===== config.mk =====
export PLATFORM = sky130hd
export DESIGN_NAME = mem_arbiter
export DESIGN_NICKNAME = d
export VERILOG_FILES = /design/src/rtl/mem_arbiter.sv
export SDC_FILE = /design/constraint.sdc
export NUM_CORES = 1
export LEC_CHECK = 0
export BUFFER_PORTS_ARGS = -buffer_cell sky130_fd_sc_hd__clkbuf_2
export CAP_MARGIN = 20
export CORE_MARGIN = 10
export CORE_UTILIZATION = 50
export CTS_CLUSTER_SIZE = 10
export DETAILED_ROUTE_END_ITERATION = 8
export PLACE_DENSITY = 0.87
export SYNTH_ARGS = -nofsm -noshare
export SYNTH_HDL_FRONTEND = slang
export SYNTH_SLANG_ARGS = --single-unit

===== constraint.sdc =====
create_clock -name CLK -period 3.5 [get_ports CLK]
set_input_delay 0.7 -clock CLK [delete_from_list [all_inputs] [get_ports CLK]]
set_output_delay 0.7 -clock CLK [all_outputs]
set_load 0.02 [all_outputs]

===== src/rtl/mem_arbiter.sv =====
`default_nettype none
//============================================================================
// Module      : mem_arbiter
// Description : Shares one main-memory port between the instruction cache
//               (read-only) and the data cache (read/write). One requester is
//               granted at a time. The memory-side strobes, address and write
//               data are registered and held for the whole grant. The returned
//               block is registered into the owner's readdata output.
// Revision    : 1.0 - initial release
//----------------------------------------------------------------------------
// Parameters
//   ADDR_W        block address width (both ports and memory)
//   DATA_W        block data width (both ports and memory)
// Build option
//   ARB_DCACHE_PRIO_EN : when defined, simultaneous requests always go to
//                        the dcache. When undefined, ties are resolved
//                        round-robin; the first tie after reset goes to the
//                        icache.
// Ports
//   CLK           in   system clock, rising edge
//   RESET         in   asynchronous active-low reset
//   i_read        in   icache read request, held until i_busywait=0
//   i_address     in   icache block address
//   i_readdata    out  block returned to icache (registered)
//   i_busywait    out  icache stall
//   d_read        in   dcache read request
//   d_write       in   dcache write request (writeback)
//   d_address     in   dcache block address
//   d_writedata   in   dcache writeback block
//   d_readdata    out  block returned to dcache (registered)
//   d_busywait    out  dcache stall
//   mem_read      out  memory read strobe
//   mem_write     out  memory write strobe
//   mem_address   out  memory block address
//   mem_writedata out  memory write block
//   mem_readdata  in   memory read block
//   mem_busywait  in   memory busy; falls when the access completes
//============================================================================
module mem_arbiter #(
   parameter int ADDR_W = 6,
   parameter int DATA_W = 32
) (
   input  logic              CLK,
   input  logic              RESET,
   // icache port
   input  logic              i_read,
   input  logic [ADDR_W-1:0] i_address,
   output logic [DATA_W-1:0] i_readdata,
   output logic              i_busywait,
   // dcache port
   input  logic              d_read,
   input  logic              d_write,
   input  logic [ADDR_W-1:0] d_address,
   input  logic [DATA_W-1:0] d_writedata,
   output logic [DATA_W-1:0] d_readdata,
   output logic              d_busywait,
   // memory port
   output logic              mem_read,
   output logic              mem_write,
   output logic [ADDR_W-1:0] mem_address,
   output logic [DATA_W-1:0] mem_writedata,
   input  logic [DATA_W-1:0] mem_readdata,
   input  logic              mem_busywait
);

   typedef enum logic [1:0] {
      S_IDLE    = 2'd0,
      S_GRANT_I = 2'd1,
      S_GRANT_D = 2'd2,
      S_DONE    = 2'd3
   } state_t;

   // Owner encoding shared by the owner and last registers
   localparam logic c_own_i = 1'b0;
   localparam logic c_own_d = 1'b1;

   state_t              state_q,     state_d;
   logic                owner_q,     owner_d;
   logic                last_q,      last_d;
   logic                first_q,     first_d;
   logic                mem_read_q,  mem_read_d;
   logic                mem_write_q, mem_write_d;
   logic [ADDR_W-1:0]   mem_addr_q,  mem_addr_d;
   logic [DATA_W-1:0]   mem_wdata_q, mem_wdata_d;
   logic [DATA_W-1:0]   i_rdata_q,   i_rdata_d;
   logic [DATA_W-1:0]   d_rdata_q,   d_rdata_d;

   logic w_req_i;
   logic w_req_d;
   logic w_pick_d;

   assign w_req_i = i_read;
   assign w_req_d = d_read | d_write;

   // Arbitration: decides whether the dcache wins a grant taken in IDLE.
`ifdef ARB_DCACHE_PRIO_EN
   assign w_pick_d = w_req_d;
`else
   // On a tie, the port that did not complete the previous access wins.
   assign w_pick_d = w_req_d & (~w_req_i | (last_q == c_own_i));
`endif

   //------------------------------------------------------------------------
   // Next-state and registered-output logic
   //------------------------------------------------------------------------
   always_comb begin
      state_d     = state_q;
      owner_d     = owner_q;
      last_d      = last_q;
      first_d     = first_q;
      mem_read_d  = mem_read_q;
      mem_write_d = mem_write_q;
      mem_addr_d  = mem_addr_q;
      mem_wdata_d = mem_wdata_q;
      i_rdata_d   = i_rdata_q;
      d_rdata_d   = d_rdata_q;

      case (state_q)
         S_IDLE: begin
            if (w_req_i || w_req_d) begin
               first_d = 1'b1;
               if (w_pick_d) begin
                  state_d     = S_GRANT_D;
                  owner_d     = c_own_d;
                  mem_addr_d  = d_address;
                  mem_wdata_d = d_writedata;
                  // A simultaneous read and write is served as a write.
                  mem_write_d = d_write;
                  mem_read_d  = ~d_write;
               end else begin
                  state_d     = S_GRANT_I;
                  owner_d     = c_own_i;
                  mem_addr_d  = i_address;
                  mem_wdata_d = '0;
                  mem_write_d = 1'b0;
                  mem_read_d  = 1'b1;
               end
            end
         end

         S_GRANT_I, S_GRANT_D: begin
            // The first grant cycle is ignored: memory has not yet had a
            // full cycle to raise its busywait in response to the strobe.
            if (first_q) begin
               first_d = 1'b0;
            end else if (!mem_busywait) begin
               if (mem_read_q) begin
                  if (owner_q == c_own_d) begin
                     d_rdata_d = mem_readdata;
                  end else begin
                     i_rdata_d = mem_readdata;
                  end
               end
               mem_read_d  = 1'b0;
               mem_write_d = 1'b0;
               last_d      = owner_q;
               state_d     = S_DONE;
            end
         end

         S_DONE: begin
            state_d = S_IDLE;
         end

         default: begin
            state_d = S_IDLE;
         end
      endcase
   end

   //------------------------------------------------------------------------
   // State register
   //------------------------------------------------------------------------
   always_ff @(posedge CLK or negedge RESET) begin
      if (!RESET) begin
         state_q     <= S_IDLE;
         owner_q     <= c_own_i;
         last_q      <= c_own_d;
         first_q     <= 1'b0;
         mem_read_q  <= 1'b0;
         mem_write_q <= 1'b0;
         mem_addr_q  <= '0;
         mem_wdata_q <= '0;
         i_rdata_q   <= '0;
         d_rdata_q   <= '0;
      end else begin
         state_q     <= state_d;
         owner_q     <= owner_d;
         last_q      <= last_d;
         first_q     <= first_d;
         mem_read_q  <= mem_read_d;
         mem_write_q <= mem_write_d;
         mem_addr_q  <= mem_addr_d;
         mem_wdata_q <= mem_wdata_d;
         i_rdata_q   <= i_rdata_d;
         d_rdata_q   <= d_rdata_d;
      end
   end

   //------------------------------------------------------------------------
   // Outputs
   //------------------------------------------------------------------------
   assign mem_read      = mem_read_q;
   assign mem_write     = mem_write_q;
   assign mem_address   = mem_addr_q;
   assign mem_writedata = mem_wdata_q;
   assign i_readdata    = i_rdata_q;
   assign d_readdata    = d_rdata_q;

   // A port stalls while it requests, except in its own DONE cycle.
   assign i_busywait = w_req_i & ~((state_q == S_DONE) & (owner_q == c_own_i));
   assign d_busywait = w_req_d & ~((state_q == S_DONE) & (owner_q == c_own_d));

endmodule
`default_nettype wire

==> metrics.md, run 1 <==
| Metric | Value |
|---|---|
| CP cell instances | `inv_1 > ha_1 > and4_1 > buf_4 > mux2_2` |
| Register area share after synthesis | `0.648` |
| Max cap viols | `0` |
| Synth Area per Inst | `15.4 µm²` |
| Fillers | `626` |
| Worst endpoint required time | `3750 ps` |
| Iteration-0 DRC Markers | `146` |
| CTS tree | `yes` |
| Synth area leaders | `dfrtp_1 64%, mux2_2 17%, a22o_1 6.7%` |
| Setup crit start kind | `flop` |
| Total negative slack | `0 ps` |
| Reg2reg setup slack | `1450 ps` |
| Vias | `2993` |
| Setup Crit Path Kind | `reg2reg` |
| Gpl congestion | `0.763` |
| Netlist Area Pre-Place | `0.00421 mm²` |
| Reg clk slew, reported paths | `110 ps` |
| Remaining Overflow, GRT | `0` |
| Slew @ Worst Pin | `643 ps` |
| Nets | `547` |
| H-tree levels | `3` |
| Worst path bufs/invs | `2` |
| Core ar. | `0.00822 mm²` |
| Final wirelength | `10.8 mm` |
| Avg Vias per Cell | `5.23` |
| Initial antenna violation count | `0` |
| FMAX | `487 MHz` |
| Area of the multi-input gates | `0.00138 mm²` |
| First-pass GRT wire length | `17.4 mm` |
| Mapped Cells | `274` |
| Hold-fix buffers, CTS | `0` |
| Setup ws final | `1450 ps` |
| # setup viols final | `0` |
| Largest net degree at the start of global routing | `61` |
| Synth-to-Final Area Change | `29.2%` |
| Ant diodes | `0` |
| Row count | `33` |
| Hold violation count in the final report | `0` |
| IO Port Bufs | `187` |
| Final Skew | `15.4 ps` |
| Number of global-route vias before repair | `3358` |
| Share of cells above drive strength 1 | `0.593` |
| Power density over cell area | `981 mW/mm²` |
| Warnings from Yosys | `0` |
| Antenna Violating Nets Remaining | `0` |
| Top-area cell type share of the netlist area | `0.642` |
| Unique masters post-synth | `30` |
| PostCTS Resize Cnt | `0` |
| Slew Viols, Final | `0` |
| Worst path arrival time | `2300 ps` |
| Tot Pwr | `5.34 mW` |
| Slew HR | `0.572` |
| I/O Pins | `188` |
| Post-DP HPWL | `8.54 mm` |
| Die H | `112 µm` |
| Family with the most delay on the worst path | `buffers and inverters` |
| Root Buffer | `clkbuf_8` |
| Die X | `112 µm` |
| Delay of the slowest critical-path stage | `450 ps` |
| Slowest stage cell, crit path | `ha_1` |
| Fin crit period | `2050 ps` |
| Dpl ws | `1410 ps` |
| Insertion delay to the later sink of the worst-skew pair | `360 ps` |
| Worst Setup End Kind | `flop` |
| Clock tree buffer depth | `2` |
| Max VDD drop | `496 µV` |
| Clk sinks | `109` |
| Die area | `0.0125 mm²` |
| Area leader, netlist | `dfrtp_1` |
| Wire per inst | `18.9 µm` |
| Critical path fanouts, max | `32` |
| Starting density of the core | `0.513` |
| DRC violations left | `0` |
| Util after Layout | `0.662` |
| Post-CTS Setup Inserts | `0` |
| Status | `completed` |
| Period utilisation layout | `0.587` |
| RSZ-0062 raised after global routing | `no` |
| Total GRT Usage | `0.169` |
| CTS Buf Count | `9` |
| Post-synth net total | `359` |
| Seq cells post-synth | `109` |
| Drt pass-1 iters | `4` |
| Worst hold path class | `in2async` |
| FF/Latch Area | `0.00273 mm²` |
| Leakage | `2.87 nW` |
==> synth_stat cells (all sizes together) <==
master / count
o21ai: 7
a22o: 32
nand2: 8
o2bb2ai: 2
inv: 5
nor3b: 1
nor4b: 1
a21oi: 2
mux2: 66
mux2i: 9
nor2: 4
and4: 1
a21o: 1
or4b: 1
dfrtp: 108
a21boi: 2
dfstp: 1
clkbuf: 3
nand4: 1
a22oi: 1
buf: 12
a211o: 1
a2bb2oi: 1
o31ai: 1
ha: 3
==> per-stage QoR <==
stage	hold WS, ps	area [µm²]	cells
finish	336	5440	572
global route	364	5440	572
CTS	356	5440	572
detailed placement	479	5260	556
global placement	462	5240	555
floorplan	404	4210	274
==> cell type report <==
type,instances,share of cell area
Inverter,5,0.00345
Clock buffer,9,0.0228
Sequential cell,109,0.501
Clock inverter,7,0.0113
Tap cell,105,0.0241
Timing Repair Buffer,192,0.183
Multi-Input combinational cell,145,0.254
==> cells by family after synthesis <==
family / synth area share
AND/OR/NAND/NOR: 0.0220
AO/OA/AOI/OAI: 0.0992
adder cells (fa/ha/maj): 0.00891
multiplexers: 0.198
buffers and inverters: 0.0241
flip-flops: 0.648
==> flip-flops by register name (all words and copies together), names as in the netlist <==
signal / flops
mem_writedata: 32
state_q: 2
d_readdata: 32
last_q: 1
i_readdata: 32
owner_q: 1
mem_write: 1
mem_read: 1
mem_address: 6
first_q: 1
==> metal layers <==
metal / share of wire / track usage
met5: 0 / 0
met4: 0.0096 / 0.0437
met3: 0.093 / 0.0633
met2: 0.50 / 0.293
met1: 0.39 / 0.193
==> path summary, 6_finish.rpt <==
| check | start | to | cells after the start |
|---|---|---|---|
| worst max-delay path | state_q[0] | i_readdata[21] | 5 |
| worst min-delay path | RESET | d_readdata[4] | 1 |
| min in group CLK | mem_address[5] | mem_address[5] | 2 |
| max in group asynchronous | RESET | d_readdata[15] | 2 |
| worst min register to register | mem_address[5] | mem_address[5] | 2 |
| worst max register to register | state_q[0] | i_readdata[21] | 5 |
==> report_power, final <==
part / internal [mW] / switching (mW) / leakage, nW
clock network: 0.268 / 0.429 / 0.0850
registers: 1.85 / 0.335 / 1.37
logic: 0.992 / 1.46 / 1.41
total: 3.11 / 2.23 / 2.87
==> cells in the final DEF, fill, tap and decap left out, types with 2 or more instances in the layout <==
cell          n
a21boi_0      2
o21ai_0       7
clkinvlp_4    3
a22o_1       32
nor2_1        3
dfrtp_1     108
ha_1          3
clkbuf_2    186
mux2_1        2
a21oi_1       2
inv_1         5
buf_4         4
inv_6         2
mux2i_1       9
clkbuf_8      9
mux2_2       64
nand2_1       8
No activity file was read; power rests on OpenSTA's default activity.
==> run 2, diff against run 1 <==
--- a/config.mk
+++ b/config.mk
@@ -8,10 +8,10 @@
 export BUFFER_PORTS_ARGS = -buffer_cell sky130_fd_sc_hd__clkbuf_2
 export CAP_MARGIN = 20
 export CORE_MARGIN = 10
-export CORE_UTILIZATION = 50
+export CORE_UTILIZATION = 47
 export CTS_CLUSTER_SIZE = 10
 export DETAILED_ROUTE_END_ITERATION = 8
-export PLACE_DENSITY = 0.87
+export PLACE_DENSITY = 0.83
 export SYNTH_ARGS = -nofsm -noshare
 export SYNTH_HDL_FRONTEND = slang
 export SYNTH_SLANG_ARGS = --single-unit
==> constraint.sdc (replaced) <==
create_clock -name CLK -period 2 [get_ports CLK]
set_input_delay 0.4 -clock CLK [delete_from_list [all_inputs] [get_ports CLK]]
set_output_delay 0.4 -clock CLK [all_outputs]
set_load 0.02 [all_outputs]
==> run 2 against run 1 <==
Final area increased by 2.3%. Hold slack lost 95 ps. Die area grew 5.2%. Sequential power rose by 75%.
==> metrics.md, run 2 (synthesis gave the netlist of run 1 again) <==
| Metric | Value |
|---|---|
| NetSw | `3.92 mW (+76%)` |
| Setup crit start kind | `flop` |
| Slew HR | `0.676 (+0.104)` |
| Setup ws final | `186 ps (-1260 ps)` |
| First-pass GRT wire length | `16.8 mm (-3.4%)` |
| Ant diodes | `0 (unchanged)` |
| CP cell instances | `inv_1 > ha_1 > or4b_4 > nand2_1 > mux2_2` |
| Fillers | `686 (+9.6%)` |
| Leakage | `2.95 nW (+2.7%)` |
| IO Port Bufs | `187 (unchanged)` |
| H-tree levels | `3 (unchanged)` |
| Die area | `0.0131 mm² (+5.2%)` |
| Worst hold path class | `in2reg` |
| Worst hold endpoint | `mem_writedata[0]` |
| R2r endpoint | `state_q[0]` |
| Power density over cell area | `1700 mW/mm² (+73%)` |
| Post-CTS Setup Inserts | `0 (unchanged)` |
| Worst endpoint required time | `2250 ps (-1500 ps)` |
| RR Startpoint | `state_q[0]` |
| Period utilisation layout | `0.907 (+0.320)` |
| Final wirelength | `10.8 mm (+0.35%)` |
| Hold path start | `d_writedata[0]` |
| Root Buffer | `clkbuf_8` |
| Critical path fanouts, max | `4 (-88%)` |
| Status | `completed` |
| Clk sinks | `109 (unchanged)` |
| Hold depth | `2` |
| Tot Pwr | `9.45 mW (+77%)` |
| Part of the power in registers | `0.405 (-0.004)` |
| Share of cells above drive strength 1 | `0.600 (+0.00643)` |
| Family with the most delay on the worst path | `simple AND/OR/NAND/NOR gates` |
| Clock power share | `0.134 (+0.003)` |
| Setup Crit Path Kind | `reg2reg` |
| Core ar. | `0.00872 mm² (+6.1%)` |
| Delay of the slowest critical-path stage | `480 ps (+30 ps)` |
| CTS tree | `yes` |
| DRC violations left | `0 (unchanged)` |
| Most frequent cells in the layout | `186 x clkbuf_2, 108 x dfrtp_1, 64 x mux2_2` |
| Reg clk slew, reported paths | `120 ps (about the same)` |
| Slowest stage cell, crit path | `or4b_4` |
| Hold violation count in the final report | `0 (unchanged)` |
| Die H | `115 µm (+2.6%)` |
| Avg Vias per Cell | `5.20 (-0.65%)` |
| Vias | `3041 (+1.6%)` |
| Slew Viols, Final | `0 (unchanged)` |
| Clock tree buffer depth | `2 (unchanged)` |
| DP Cell Count | `567 (+2.0%)` |
| CTS Buf Count | `9 (unchanged)` |
| # setup viols final | `0 (unchanged)` |
| Starting density of the core | `0.483 (-0.0296)` |
| Max cap viols | `0 (unchanged)` |
| Slew @ Worst Pin | `486 ps (-157 ps)` |
| Drt pass-1 iters | `4 (unchanged)` |
| Total GRT Usage | `0.158 (-0.0113)` |
| Insertion delay to the later sink of the worst-skew pair | `360 ps (about the same)` |
| Row count | `34 (+3.0%)` |
| Worst path arrival time | `2060 ps (-240 ps)` |
| Total negative slack | `0 ps (unchanged)` |
| Finished Layout Cells | `585 (+2.3%)` |
| Remaining Overflow, GRT | `0 (unchanged)` |
| Switching share of power | `0.415 (-0.00214)` |
| Fin crit period | `1810 ps (-240 ps)` |
| Dpl ws | `-156 ps (-1560 ps)` |
| Worst path bufs/invs | `1 (-1)` |
| Worst Setup End Kind | `flop` |
| Largest net degree at the start of global routing | `44 (-28%)` |
| I/O Pins | `188 (unchanged)` |
| Post-DP HPWL | `8.47 mm (-0.74%)` |
| RSZ-0062 raised after global routing | `no` |
| Reg2reg setup slack | `190 ps (-1260 ps)` |
| Nets | `557 (+1.8%)` |
| Iteration-0 DRC Markers | `111 (-24%)` |
| Cell internal pwr | `5.53 mW (+78%)` |
| Initial antenna violation count | `0 (unchanged)` |
| Final Skew | `15.6 ps (+0.204 ps)` |
| Synth-to-Final Area Change | `32.2%` |
| Wire per inst | `18.5 µm (-1.9%)` |
| Die X | `115 µm (+2.6%)` |
| Antenna Violating Nets Remaining | `0 (unchanged)` |
| Util after Layout | `0.638 (-0.0239)` |
| Gpl congestion | `0.806 (+5.6%)` |
| R2r worst-path depth | `5 (unchanged)` |
| Commonest non-fill, non-tap cell in the layout | `clkbuf_2` |
| Gate power share | `0.461 (about the same)` |
| Max VDD drop | `851 µV (+72%)` |
| FMAX | `551 MHz (+13%)` |
| Number of global-route vias before repair | `3335 (-0.68%)` |
[run 2: stage by stage]
step | hold slack (ps) | cell area (µm²)
after global placement | 385 | 5350
final | 240 | 5570
after global routing | 221 | 5570
after floorplan | 104 | 4210
after CTS | 222 | 5550
after detailed placement | 394 | 5350
[run 2: worst max-delay path by stage]
stage | start | endpoint | cells past startpoint | slack [ps]
floorplan | state_q[0] | state_q[0] | 5 | 210
global placement | d_read | mem_address[0] | 4 | -60
detailed placement | d_read | mem_address[2] | 4 | -160
CTS | state_q[0] | i_busywait | 3 | 190
global route | state_q[0] | state_q[0] | 5 | 110
finish | state_q[0] | state_q[0] | 5 | 190
[run 2: metal layers]
layer | track usage | share of wire | up-vias
li1 | - | - | 1391
met2 | 0.267 | 0.49 | 133
met1 | 0.187 | 0.41 | 1509
met5 | 0 | 0 | -
met4 | 0.0409 | 0.0073 | 0
met3 | 0.0566 | 0.085 | 8
[run 2: power by group through the flow]
stage	Sequential, mW	Clock [mW]	Combinational (mW)
final	3.83	1.26	4.36
after global placement	3.81	0	4.30
after global routing	3.96	1.40	4.69
after floorplan	4.98	0	1.59
after CTS	3.84	1.31	4.41
after detailed placement	3.87	0	4.42
[run 2: worst reg2reg max path, cell delays in order (launching register included)]
cell and delay (ps):
dfrtp_1 410, inv_1 90, ha_1 180, or4b_4 480, nand2_1 190, mux2_2 360
[run 2: repair_timing]
item / CTS / global route
resized for setup: 0 / 0
hold buffers: 1 / 0
endpoints found under the hold margin: 25 / 0
[run 2: cell type report]
cell class / count / area [µm²] / share of cell area
Sequential cell: 109 / 2730 / 0.490
Inverter: 5 / 18.8 / 0.00337
Multi-Input combinational cell: 145 / 1380 / 0.248
Tap cell: 108 / 135 / 0.0243
Timing Repair Buffer: 202 / 1110 / 0.200
Clock inverter: 7 / 67.6 / 0.0121
Clock buffer: 9 / 124 / 0.0223
